`src/rtl/vec_mem_sequencer_pkg.sv`:
```
// vms_pkg: types and constants shared by the vector memory sequencer.
//   vms_state_e : sequencer FSM state encoding
//   LANES       : lanes per vector (V/N with default parameters)
//   beat_idx_t  : 2-bit beat / lane index
package vms_pkg;

  localparam int LANES = 4;

  typedef enum logic [1:0] {
    IDLE  = 2'd0,
    BEAT  = 2'd1,
    DRAIN = 2'd2,
    DONE  = 2'd3
  } vms_state_e;

  typedef logic [1:0] beat_idx_t;

endpackage

```
`src/rtl/vec_mem_sequencer_if.sv`:
```
// vec_mem_sequencer_if: CPU request/response and memory bus bundle.
//   CPU side   : req_s, req_v, we, addr_vec, wdata_vec -> rdata_vec, done, stall_cpu
//   Memory side: mem_addr, mem_wdata, mem_we -> mem_rdata
//   slave  modport : the sequencer's view
//   master modport : the CPU + memory environment's view
interface vec_mem_sequencer_if #(
  parameter int V = 128,
  parameter int N = 32
) ();

  logic         req_s;
  logic         req_v;
  logic         we;
  logic [V-1:0] addr_vec;
  logic [V-1:0] wdata_vec;
  logic [V-1:0] rdata_vec;
  logic         done;
  logic         stall_cpu;
  logic [N-1:0] mem_addr;
  logic [N-1:0] mem_wdata;
  logic         mem_we;
  logic [N-1:0] mem_rdata;

  modport slave (
    input  req_s, req_v, we, addr_vec, wdata_vec, mem_rdata,
    output mem_addr, mem_wdata, mem_we, rdata_vec, done, stall_cpu
  );

  modport master (
    output req_s, req_v, we, addr_vec, wdata_vec, mem_rdata,
    input  mem_addr, mem_wdata, mem_we, rdata_vec, done, stall_cpu
  );

endinterface

```
`src/rtl/vec_mem_sequencer_beat_counter.sv`:
```
// vms_beat_counter: 2-bit beat counter for the vector sequencer.
//   clk, rst : clock, synchronous active-high reset
//   clr      : force count to 0 (priority over en)
//   en       : increment count (wraps 3 -> 0)
//   cnt      : current beat index
//   last     : cnt is the final lane
module vms_beat_counter
  import vms_pkg::*;
(
  input  logic      clk,
  input  logic      rst,
  input  logic      clr,
  input  logic      en,
  output beat_idx_t cnt,
  output logic      last
);

  beat_idx_t cnt_q, cnt_d;

  always_comb begin
    cnt_d = cnt_q;
    if (clr) begin
      cnt_d = '0;
    end else if (en) begin
      cnt_d = cnt_q + 2'd1;
    end
  end

  always_ff @(posedge clk) begin
    if (rst) begin
      cnt_q <= '0;
    end else begin
      cnt_q <= cnt_d;
    end
  end

  assign cnt  = cnt_q;
  assign last = (cnt_q == beat_idx_t'(LANES - 1));

endmodule

```
`src/rtl/vec_mem_sequencer.sv`:
```
// vec_mem_sequencer: splits a vector load/store into one memory beat per lane
// and reassembles load data; scalar accesses pass straight through in IDLE.
//   clk, rst  : clock, synchronous active-high reset
//   bus       : vec_mem_sequencer_if.slave (CPU request/response + memory bus)
//   stall_cnt : cycles with stall_cpu=1 (only when VMS_STALL_CNT_EN is defined)
// Optional feature macro: VMS_STALL_CNT_EN
//
// state | meaning
// IDLE  | waiting; scalar pass-through, vector request latched here (cycle T)
// BEAT  | lane k issued to memory in T+1+k, k = 0..3
// DRAIN | bus idle, last load word captured (T+5)
// DONE  | done pulse, stall released (T+6)
module vec_mem_sequencer
  import vms_pkg::*;
#(
  parameter int V = 128,
  parameter int N = 32
) (
  input  logic        clk,
  input  logic        rst,
`ifdef VMS_STALL_CNT_EN
  output logic [31:0] stall_cnt,
`endif
  vec_mem_sequencer_if.slave bus
);

  vms_state_e   state_q, state_d;
  logic [V-1:0] addr_l_q, addr_l_d;
  logic [V-1:0] wdata_l_q, wdata_l_d;
  logic         we_l_q, we_l_d;
  logic [V-1:0] rdata_q, rdata_d;
  logic [N-1:0] mem_addr_q, mem_addr_d;
  logic [N-1:0] mem_wdata_q, mem_wdata_d;
  logic         mem_we_q, mem_we_d;
  logic         done_q, done_d;
  logic         stall_q, stall_d;

  logic         cnt_clr, cnt_en, last;
  beat_idx_t    cnt, nxt_lane, cap_lane;

  vms_beat_counter u_beat_counter (
    .clk  (clk),
    .rst  (rst),
    .clr  (cnt_clr),
    .en   (cnt_en),
    .cnt  (cnt),
    .last (last)
  );

  // Memory outputs are registered one cycle ahead: the value computed while
  // the current lane is on the bus is the next lane's beat. Load data trails
  // its address by one cycle, so the capture lane is cnt-1; in DRAIN the
  // counter has wrapped to 0, which makes cnt-1 the final lane.
  always_comb begin
    state_d     = state_q;
    addr_l_d    = addr_l_q;
    wdata_l_d   = wdata_l_q;
    we_l_d      = we_l_q;
    rdata_d     = rdata_q;
    mem_addr_d  = '0;
    mem_wdata_d = '0;
    mem_we_d    = 1'b0;
    done_d      = 1'b0;
    stall_d     = 1'b0;
    cnt_clr     = 1'b0;
    cnt_en      = 1'b0;
    nxt_lane    = cnt + 2'd1;
    cap_lane    = cnt - 2'd1;

    case (state_q)
      IDLE: begin
        if (bus.req_v) begin
          state_d     = BEAT;
          addr_l_d    = bus.addr_vec;
          wdata_l_d   = bus.wdata_vec;
          we_l_d      = bus.we;
          cnt_clr     = 1'b1;
          mem_addr_d  = bus.addr_vec[N-1:0];
          mem_wdata_d = bus.wdata_vec[N-1:0];
          mem_we_d    = bus.we;
          stall_d     = 1'b1;
        end
      end
      BEAT: begin
        cnt_en  = 1'b1;
        stall_d = 1'b1;
        if (!we_l_q && (cnt != '0)) begin
          rdata_d[int'(cap_lane)*N +: N] = bus.mem_rdata;
        end
        if (last) begin
          state_d = DRAIN;
        end else begin
          mem_addr_d  = addr_l_q[int'(nxt_lane)*N +: N];
          mem_wdata_d = wdata_l_q[int'(nxt_lane)*N +: N];
          mem_we_d    = we_l_q;
        end
      end
      DRAIN: begin
        if (!we_l_q) begin
          rdata_d[int'(cap_lane)*N +: N] = bus.mem_rdata;
        end
        state_d = DONE;
        done_d  = 1'b1;
      end
      DONE: begin
        state_d = IDLE;
      end
      default: begin
        state_d = IDLE;
      end
    endcase
  end

  always_ff @(posedge clk) begin
    if (rst) begin
      state_q     <= IDLE;
      addr_l_q    <= '0;
      wdata_l_q   <= '0;
      we_l_q      <= 1'b0;
      rdata_q     <= '0;
      mem_addr_q  <= '0;
      mem_wdata_q <= '0;
      mem_we_q    <= 1'b0;
      done_q      <= 1'b0;
      stall_q     <= 1'b0;
    end else begin
      state_q     <= state_d;
      addr_l_q    <= addr_l_d;
      wdata_l_q   <= wdata_l_d;
      we_l_q      <= we_l_d;
      rdata_q     <= rdata_d;
      mem_addr_q  <= mem_addr_d;
      mem_wdata_q <= mem_wdata_d;
      mem_we_q    <= mem_we_d;
      done_q      <= done_d;
      stall_q     <= stall_d;
    end
  end

  // In IDLE the bus follows the CPU directly (scalar pass-through, vector
  // stall); elsewhere it shows the registered beat. rst masks everything so a
  // reset cycle never issues a write.
  always_comb begin
    bus.mem_addr  = '0;
    bus.mem_wdata = '0;
    bus.mem_we    = 1'b0;
    bus.done      = 1'b0;
    bus.stall_cpu = 1'b0;
    if (!rst) begin
      if (state_q == IDLE) begin
        bus.stall_cpu = bus.req_v;
        if (bus.req_s && !bus.req_v) begin
          bus.mem_addr  = bus.addr_vec[N-1:0];
          bus.mem_wdata = bus.wdata_vec[N-1:0];
          bus.mem_we    = bus.we;
        end
      end else begin
        bus.mem_addr  = mem_addr_q;
        bus.mem_wdata = mem_wdata_q;
        bus.mem_we    = mem_we_q;
        bus.stall_cpu = stall_q;
      end
      bus.done = done_q;
    end
  end

  assign bus.rdata_vec = rdata_q;

`ifdef VMS_STALL_CNT_EN
  logic [31:0] stall_cnt_q, stall_cnt_d;

  always_comb begin
    stall_cnt_d = stall_cnt_q;
    if (bus.stall_cpu) begin
      stall_cnt_d = stall_cnt_q + 32'd1;
    end
  end

  always_ff @(posedge clk) begin
    if (rst) begin
      stall_cnt_q <= '0;
    end else begin
      stall_cnt_q <= stall_cnt_d;
    end
  end

  assign stall_cnt = stall_cnt_q;
`endif

endmodule

```
`src/flat_wrapper.sv`:
```
// flat-port wrapper written by rule: the top's interface ports become plain ports
module vec_mem_sequencer_flat import vms_pkg::*;
#(
  parameter int V = 128,
  parameter int N = 32
)
  (clk, rst, bus_req_s, bus_req_v, bus_we, bus_addr_vec, bus_wdata_vec, bus_mem_rdata, bus_mem_addr, bus_mem_wdata, bus_mem_we, bus_rdata_vec, bus_done, bus_stall_cpu);
  vec_mem_sequencer_if #(.V(V), .N(N)) bus_i ();
  input  logic clk;
  input  logic rst;
  input wire logic [$bits(bus_i.req_s)-1:0] bus_req_s;
  input wire logic [$bits(bus_i.req_v)-1:0] bus_req_v;
  input wire logic [$bits(bus_i.we)-1:0] bus_we;
  input wire logic [$bits(bus_i.addr_vec)-1:0] bus_addr_vec;
  input wire logic [$bits(bus_i.wdata_vec)-1:0] bus_wdata_vec;
  input wire logic [$bits(bus_i.mem_rdata)-1:0] bus_mem_rdata;
  output wire logic [$bits(bus_i.mem_addr)-1:0] bus_mem_addr;
  output wire logic [$bits(bus_i.mem_wdata)-1:0] bus_mem_wdata;
  output wire logic [$bits(bus_i.mem_we)-1:0] bus_mem_we;
  output wire logic [$bits(bus_i.rdata_vec)-1:0] bus_rdata_vec;
  output wire logic [$bits(bus_i.done)-1:0] bus_done;
  output wire logic [$bits(bus_i.stall_cpu)-1:0] bus_stall_cpu;
  assign bus_i.req_s = bus_req_s;
  assign bus_i.req_v = bus_req_v;
  assign bus_i.we = bus_we;
  assign bus_i.addr_vec = bus_addr_vec;
  assign bus_i.wdata_vec = bus_wdata_vec;
  assign bus_i.mem_rdata = bus_mem_rdata;
  assign bus_mem_addr = bus_i.mem_addr;
  assign bus_mem_wdata = bus_i.mem_wdata;
  assign bus_mem_we = bus_i.mem_we;
  assign bus_rdata_vec = bus_i.rdata_vec;
  assign bus_done = bus_i.done;
  assign bus_stall_cpu = bus_i.stall_cpu;
  vec_mem_sequencer #(.V(V), .N(N)) u_core (.clk(clk), .rst(rst), .bus(bus_i));
endmodule
```
`config.mk`:
```
export PLATFORM = sky130hd
export DESIGN_NAME = vec_mem_sequencer_flat
export DESIGN_NICKNAME = d
export VERILOG_FILES = /design/src/rtl/vec_mem_sequencer_pkg.sv /design/src/rtl/vec_mem_sequencer_if.sv /design/src/rtl/vec_mem_sequencer_beat_counter.sv /design/src/rtl/vec_mem_sequencer.sv /design/src/flat_wrapper.sv
export SDC_FILE = /design/constraint.sdc
export NUM_CORES = 1
export LEC_CHECK = 0
export BUFFER_PORTS_ARGS = -buffer_cell sky130_fd_sc_hd__buf_4
export CAP_MARGIN = 10
export CELL_PAD_IN_SITES_DETAIL_PLACEMENT = 1
export CELL_PAD_IN_SITES_GLOBAL_PLACEMENT = 1
export CORE_MARGIN = 2
export CORE_UTILIZATION = 36
export DETAILED_ROUTE_END_ITERATION = 8
export PLACE_DENSITY_LB_ADDON = 0.2
export SETUP_SLACK_MARGIN = 0.5
export SYNTH_ARGS = -nofsm -noshare
export SYNTH_HDL_FRONTEND = slang
export SYNTH_SLANG_ARGS = --single-unit
```
`constraint.sdc`:
```
create_clock -name clk -period 2.32 [get_ports clk]
set_input_delay 0.116 -clock clk [delete_from_list [all_inputs] [get_ports clk]]
set_output_delay 0.116 -clock clk [all_outputs]
set_load 0.05 [all_outputs]
```
==> results.sh, run 1 <==
export IMPL_total_power_consumption_of_the_routed_design_mw=32.4
export IMPL_final_min_clock_period_ps=2350
export IMPL_hold_path_end="u_core.bus.rdata_vec[7]"
export IMPL_drt_vias_per_instance=5.28
export IMPL_worstPathMaxFanout=20
export IMPL_synthesis_area_per_instance_um2=8.50
export IMPL_initial_utilization_pct=36.3
export IMPL_maximum_number_of_pins_on_one_net_before_global_route_repair=95
export IMPL_rsz0062_at_grt="yes"
export IMPL_post_place_ws_ps=342
export IMPL_violations="setup timing"
export IMPL_power_leakage_nw=12.3
export IMPL_wire_per_inst_um=23.9
export IMPL_critical_path_endpoint_type="output pin"
export IMPL_post_dp_area_um2=24100
export IMPL_most_common_library_cell_in_the_layout_ignoring_fill_and_taps="sky130_fd_sc_hd__nand2_1"
export IMPL_worstMarginPinSlew_ps=557
export IMPL_max_vdd_ir_drop_uv=776
export IMPL_hp_class="input port to register"
export IMPL_die_y_um=239
export IMPL_final_critical_path_setup_slack_ps=-32.2
export IMPL_reg2regPathDepth=10
export IMPL_synth_top_area_share_pct=46.0
export IMPL_worstReg2RegEnd="u_core.bus.rdata_vec[28]"
export IMPL_cts_reportedPaths_clkPinSlew_ps=60
export IMPL_synth_cell_area_um2=19900
export IMPL_number_of_global_route_vias_before_repair=22200
export IMPL_numPlacedInstances=3381
export IMPL_worst_setup_path_start_kind="register"
export IMPL_status="complete, but fails checks"
export IMPL_flow_area_growth_from_synthesis_pct=60.5
export IMPL_port_buffers=487
export IMPL_antenna_left=0
export IMPL_share_of_post_route_cells_with_drive_strength_above_1_pct=34.3
export IMPL_worstReg2RegStart="u_core.state_q[1]"
export IMPL_instances_no_fill=3864
export IMPL_timing_final_crit_share_pct=101
export IMPL_ioPinCount=488
export IMPL_rrSetupSlack_ps=270
export IMPL_place_congestion=0.832
export IMPL_synth_fp_nets=2639
export IMPL_finish_net_count=3410
export IMPL_globalRouteOverflowTotal=0
export IMPL_tritoncts="yes"
export IMPL_core_rowCount=86
export IMPL_hold_viol_final=0
export IMPL_max_cap_violations=0
export IMPL_vias=20403
export IMPL_cts_root_buf="sky130_fd_sc_hd__clkbuf_16"
export IMPL_post_synth_num_cell_types=33
export IMPL_max_slew_margin_pct=62.8
export IMPL_hold_path_startpoint="bus_mem_rdata[7]"
export IMPL_finalSetupViolCount=18
export IMPL_design_area_um2=31900
export IMPL_drtIter0Drc=1209
export IMPL_drc=0
export IMPL_critPathArrivalTime_ps=2240
export IMPL_dpl_hpwl_um=47200
export IMPL_tritoncts_num_buffers=52
export IMPL_cts_max_level=2
export IMPL_hold_path_cell_count=4
export IMPL_power_density_nw_per_um2=1020
export IMPL_cts_root_to_sink_buffers=3
export IMPL_antenna_found_initial=11
export IMPL_layout_cells_most_common_list="sky130_fd_sc_hd__nand2_1 (647), sky130_fd_sc_hd__buf_4 (453), sky130_fd_sc_hd__dfxtp_1 (453)"
export IMPL_critical_path_class="register to output pin"
export IMPL_synth_ff_latch_count=456
export IMPL_synth_top_area_cells="sky130_fd_sc_hd__dfxtp_1 (46%), sky130_fd_sc_hd__nand2_1 (12%), sky130_fd_sc_hd__a21oi_1 (9.8%)"
export IMPL_placeable_core_region_um2=54800
export IMPL_cp_data_required_time_ps=2200
export IMPL_fp_dieArea_um2=57100
export IMPL_drt_pass1_iter_count=5
export IMPL_synth_largest_area_cell="sky130_fd_sc_hd__dfxtp_1"
export IMPL_clkLatencyLatePin_ps=600
export IMPL_number_of_clock_sinks_seen_by_cts=456
export IMPL_yosysWarningCount=0
export IMPL_dieWidth_um=239
export IMPL_route_final_wire_length_um=92500
export IMPL_gate_count_post_synth=2337
export IMPL_final_max_slew_violation_count=0
export IMPL_track_usage_pct=30.4
export IMPL_fmax_ghz=0.425
export IMPL_skew_ps=21.0
export IMPL_first_pass_grt_wire_length_um=133000
export IMPL_synth_seq_area_share_pct=46.0
## logic make-up (layout without fill, tap and decap cells)
kind of cell / count (synthesis) / after routing / share of synthesized area [%]
multiplexers: 257 / 257 / 13.8
adder cells (fa/ha/maj): 9 / 9 / 0.567
other: 0 / 10 / 0
AO/OA/AOI/OAI: 461 / 461 / 12.7
XOR/XNOR: 1 / 1 / 0.0441
buffers and inverters: 193 / 1005 / 5.56
flip-flops: 456 / 456 / 46.0
AND/OR/NAND/NOR: 960 / 961 / 21.4
## worst max path at each step
stage / startpoint / end / slack, ps / cells after the start
6_report: u_core.state_q[1] / bus_mem_wdata[15] / -30 / 8
5_1_grt: u_core.state_q[0] / bus_mem_wdata[15] / -120 / 8
4_1_cts: u_core.state_q[0] / bus_mem_wdata[8] / 10 / 9
3_5_place_dp: u_core.state_q[1] / u_core.mem_wdata_q[15] / 340 / 6
3_3_place_gp: u_core.state_q[1] / u_core.mem_wdata_q[3] / 410 / 6
2_1_floorplan: u_core.u_beat_counter.cnt[0] / u_core.bus.rdata_vec[100] / 370 / 10
## state kept, by name (all words and copies together) (netlist names)
signal,count
u_core.mem_we_q,1
u_core.state_q,2
u_core.mem_wdata_q,32
u_core.bus.rdata_vec,128
u_core.wdata_l_q,128
u_core.u_beat_counter.cnt,2
u_core.we_l_q,1
u_core.addr_l_q,128
u_core.done_q,1
u_core.stall_q,1
u_core.mem_addr_q,32
## layer usage
| layer | up-vias | GRT usage [%] | share of wire [%] |
|---|---|---|---|
| met5 | - | 0 | 0.025 |
| met4 | 4 | 14.4 | 4.5 |
| met3 | 265 | 5.18 | 4.8 |
| met2 | 722 | 54.7 | 51 |
| met1 | 10116 | 34.9 | 39 |
| li1 | 9296 | - | - |
## layout make-up
class / instances / area [um^2]
fill: 6047 / 22900
multi-input combinational: 1689 / 11000
sequential: 456 / 9140
timing repair buffer: 905 / 9000
clock buffer: 79 / 1580
tap: 704 / 881
clock inverter: 17 / 174
antenna: 10 / 25.0
inverter: 4 / 20.0
## report_power, final
group | internal [mW] | total [mW] | switching [mW]
logic | 5.56 | 14.0 | 8.40
clock network | 5.03 | 8.53 | 3.50
registers | 9.20 | 9.93 | 0.730
total | 19.8 | 32.4 | 12.6
## Yosys cell counts (all sizes together)
| master | n |
|---|---|
| a21o | 2 |
| a21oi | 394 |
| a22oi | 64 |
| and2 | 1 |
| and3 | 1 |
| and3b | 2 |
| buf | 128 |
| clkbuf | 61 |
| dfxtp | 456 |
| ha | 9 |
| inv | 4 |
| mux2 | 128 |
| mux2i | 129 |
| nand2 | 648 |
| nand2b | 131 |
| nand3 | 1 |
| nor2 | 67 |
| nor2b | 100 |
| nor3 | 5 |
| nor3b | 2 |
| nor4b | 1 |
| o21bai | 1 |
| or2 | 1 |
| xnor2 | 1 |
## repair_timing
action,CTS,global route
gates cloned,30,5
gates resized for setup,261,115
endpoints found under the hold margin,431,0
endpoints found under the setup margin,260,456
hold buffers,297,0
pin swaps,91,46
buffers inserted,32,13
## through the flow
step / TNS (ps) / util, % / hold WS [ps]
after floorplan: 0 / - / 252
after global routing: -3450 / 58.2 / 27.5
after detailed placement: 0 / 44.1 / 374
final: -291 / 58.2 / 25.2
after global placement: 0 / 44.1 / 369
after CTS: 0 / 56.8 / 3.72
## critical path: stages (launching register included)
cell and delay (ps):
sky130_fd_sc_hd__dfxtp_2 330, sky130_fd_sc_hd__inv_2 90, sky130_fd_sc_hd__ha_4 150, sky130_fd_sc_hd__and3b_2 250, sky130_fd_sc_hd__buf_12 140, sky130_fd_sc_hd__buf_12 210
sky130_fd_sc_hd__a21oi_1 120, sky130_fd_sc_hd__nor2_2 110, sky130_fd_sc_hd__buf_4 210
No activity file was read; power rests on OpenSTA's default activity.
==> run 2, diff against run 1 <==
- CORE_MARGIN: 2 -> default
- CORE_UTILIZATION: 36 -> 35
- SLEW_MARGIN: default -> 0
- SYNTH_HIERARCHICAL: default -> 1
==> results.sh, run 2 <==
export IMPL_drt_vias_per_instance=5.44
export IMPL_layout_cells_most_common_list="sky130_fd_sc_hd__nand2_1 (611), sky130_fd_sc_hd__dfxtp_1 (452), sky130_fd_sc_hd__buf_4 (447)"
export IMPL_power_share_sequential_pct=31.5
export IMPL_ioPinCount=488
export IMPL_worstPathMaxFanout=19
export IMPL_netSwitchingPower_mw=12.2
export IMPL_cts_root_buf="sky130_fd_sc_hd__clkbuf_16"
export IMPL_fmax_ghz=0.416
export IMPL_final_max_slew_violation_count=0
export IMPL_hp_class="input port to register"
export IMPL_route_final_wire_length_um=98400
export IMPL_cp_data_required_time_ps=2200
export IMPL_wire_per_inst_um=25.3
export IMPL_final_min_clock_period_ps=2400
export IMPL_synthesis_area_per_instance_um2=8.30
export IMPL_timing_final_crit_share_pct=104
export IMPL_power_leakage_nw=12.1
export IMPL_place_congestion=0.823
export IMPL_synth_async_sr_flop_share_pct=0
export IMPL_setup_total_negative_slack_ps=-278
export IMPL_violations="setup timing"
export IMPL_clock_network_power_share_pct=26.3
export IMPL_tritoncts="yes"
export IMPL_critPathMaxStageDelay_ps=340
export IMPL_maximum_number_of_pins_on_one_net_before_global_route_repair=136
export IMPL_drtIter0Drc=1297
export IMPL_drc=0
export IMPL_sw_frac_of_total_pct=39.7
export IMPL_synth_ff_latch_count=456
export IMPL_antenna_left=0
export IMPL_worst_setup_path_start_kind="register"
export IMPL_flow_area_growth_from_synthesis_pct=62.3
export IMPL_tritoncts_num_buffers=51
export IMPL_critical_path_endpoint_type="output pin"
export IMPL_finish_net_count=3393
export IMPL_globalRouteOverflowTotal=0
export IMPL_rsz0062_at_grt="yes"
export IMPL_fp_dieArea_um2=56900
export IMPL_worstMarginPinSlew_ps=935
export IMPL_synthTopCellsByCount="sky130_fd_sc_hd__nand2_1 (612), sky130_fd_sc_hd__dfxtp_1 (456), sky130_fd_sc_hd__a21oi_1 (454)"
export IMPL_share_of_post_route_cells_with_drive_strength_above_1_pct=32.5
export IMPL_clkLatencyLatePin_ps=600
export IMPL_placeable_core_region_um2=55200
export IMPL_power_density_nw_per_um2=966
export IMPL_critPathArrivalTime_ps=2290
export IMPL_max_cap_violations=0
export IMPL_synth_largest_area_cell="sky130_fd_sc_hd__dfxtp_1"
export IMPL_synth_seq_area_share_pct=46.6
export IMPL_post_synth_num_cell_types=37
export IMPL_instances_no_fill=3883
export IMPL_core_rowCount=86
export IMPL_cp_cell_sequence="inv_2 -> ha_4 -> buf_4 -> buf_12 -> nor2b_2 -> a21oi_2 -> nor2_2 -> buf_6"
export IMPL_total_power_consumption_of_the_routed_design_mw=30.7
export IMPL_layout_area_seq_um2=9140
export IMPL_synth_top_area_cells="sky130_fd_sc_hd__dfxtp_1 (47%), sky130_fd_sc_hd__nand2_1 (12%), sky130_fd_sc_hd__a21oi_1 (12%)"
export IMPL_post_synth_top_count_cell="sky130_fd_sc_hd__nand2_1"
export IMPL_yosysWarningCount=6
export IMPL_die_y_um=239
export IMPL_dpl_hpwl_um=47700
export IMPL_initial_utilization_pct=35.5
export IMPL_critical_path_class="register to output pin"
export IMPL_synth_enable_flop_cells=0
export IMPL_final_critical_path_setup_slack_ps=-83.6
export IMPL_dieWidth_um=239
export IMPL_hold_viol_final=0
export IMPL_port_buffers=487
export IMPL_most_common_library_cell_in_the_layout_ignoring_fill_and_taps="sky130_fd_sc_hd__nand2_1"
export IMPL_synth_top_area_share_pct=46.6
export IMPL_antenna_found_initial=7
export IMPL_cts_reportedPaths_clkPinSlew_ps=60
export IMPL_synth_ff_type="sky130_fd_sc_hd__dfxtp_1"
export IMPL_max_vdd_ir_drop_uv=770
export IMPL_finalSetupViolCount=7
export IMPL_synth_fp_nets=2661
export IMPL_max_slew_margin_pct=37.5
export IMPL_first_pass_grt_wire_length_um=132000
export IMPL_number_of_global_route_vias_before_repair=22076
export IMPL_vias=21117
export IMPL_comb_power_share_pct=42.2
export IMPL_track_usage_pct=30.2
export IMPL_filler_cell_count=6072
export IMPL_cpMaxStageDelayCell="sky130_fd_sc_hd__dfxtp_2"
export IMPL_multi_input_area_um2=11200
export IMPL_synth_cell_area_um2=19600
export IMPL_gate_count_post_synth=2359
export IMPL_number_of_clock_sinks_seen_by_cts=456
export IMPL_cts_root_to_sink_buffers=3
export IMPL_internal_power_mw=18.5
export IMPL_numPlacedInstances=3428
export IMPL_cts_max_level=2
export IMPL_status="complete, but fails checks"
export IMPL_skew_ps=23.6
export IMPL_drt_pass1_iter_count=7
==> run 2: changes by cell type after synthesis, moves of 36 or more <==
cell,previous run,this run
sky130_fd_sc_hd__mux2_2,125,41
sky130_fd_sc_hd__mux2i_1,129,65
sky130_fd_sc_hd__nand2_1,648,612
sky130_fd_sc_hd__mux2_1,3,87
sky130_fd_sc_hd__nand2b_1,131,68
sky130_fd_sc_hd__a21oi_1,390,454
sky130_fd_sc_hd__clkbuf_1,61,98
==> run 2: area by class of cell <==
cell class,count,area share (%)
multi-input combinational,1687,35.2
antenna,8,0.0630
tap,748,2.94
inverter,5,0.150
timing repair buffer,889,27.7
clock buffer,82,5.02
timing repair inverter,1,0.0354
clock inverter,7,0.134
sequential,456,28.7
==> run 2: worst max-delay path, delay by kind of cell (launching register included) <==
kind	cells	cell delay [ps]
buffers and inverters	4	570
AO/OA/AOI/OAI	1	100
adder cells (fa/ha/maj)	1	170
AND/OR/NAND/NOR	2	490
flip-flops	1	340
==> run 2: metrics by stage <==
step           cell area (um^2)  setup WS [ps]  utilization (%)  hold WS (ps)
2_1_floorplan             19800            256                -           178
5_1_grt                   31800           -125             57.6          57.9
3_3_place_gp              24100            360             43.6           367
3_5_place_dp              24100            289             43.6           376
4_1_cts                   29700           28.1             53.8         -23.6
6_report                  31800          -83.6             57.6          48.9
==> run 2: what timing repair did <==
item                                    in CTS  in global routing
buffers inserted                            18                 12
endpoints found under the setup margin     359                410
pin swaps                                   14                153
hold endpoints to repair                   450                  0
resized for setup                          131                316
gates cloned                                16                 22
hold buffers                               290                  0
==> run 2: final timing paths <==
path	startpoint	endpoint	slack [ps]	depth (start not counted)
worst max-delay path	u_core/state_q[0]	bus_mem_wdata[0]	-80	8
worst min-delay path	bus_req_v	u_core/state_q[1]	50	4
worst max register to register	u_core/state_q[1]	u_core/mem_addr_q[15]	290	10
worst min register to register	u_core/wdata_l_q[43]	u_core/wdata_l_q[43]	450	2
==> run 2: cells by family (layout without fill, tap and decap cells) <==
group                    count (synthesis)  in the layout  share of synthesized area [%]
flip-flops                             456            456                           46.6
multiplexers                           193            193                           10.7
buffers and inverters                  216            984                           5.00
XOR/XNOR                                 1              1                         0.0447
other                                    0              8                              0
adder cells (fa/ha/maj)                  9              9                          0.575
AO/OA/AOI/OAI                          583            583                           16.8
AND/OR/NAND/NOR                        901            901                           20.3
==> run 2: layer usage <==
metal	part of all wire [%]	track usage, %
met2	49	51.9
met5	0.015	0
met4	5.5	15.3
met1	39	35.6
met3	6.2	6.05
==> run 2: power groups by stage <==
| stage | sequential, mW | combinational (mW) | clock [mW] |
|---|---|---|---|
| finish | 9.66 | 13.0 | 8.06 |
| global route | 9.77 | 13.5 | 8.51 |
| CTS | 9.59 | 10.7 | 8.17 |
| detailed placement | 9.74 | 8.85 | 0 |
| global placement | 9.67 | 8.70 | 0 |
| floorplan | 9.79 | 5.74 | 0 |
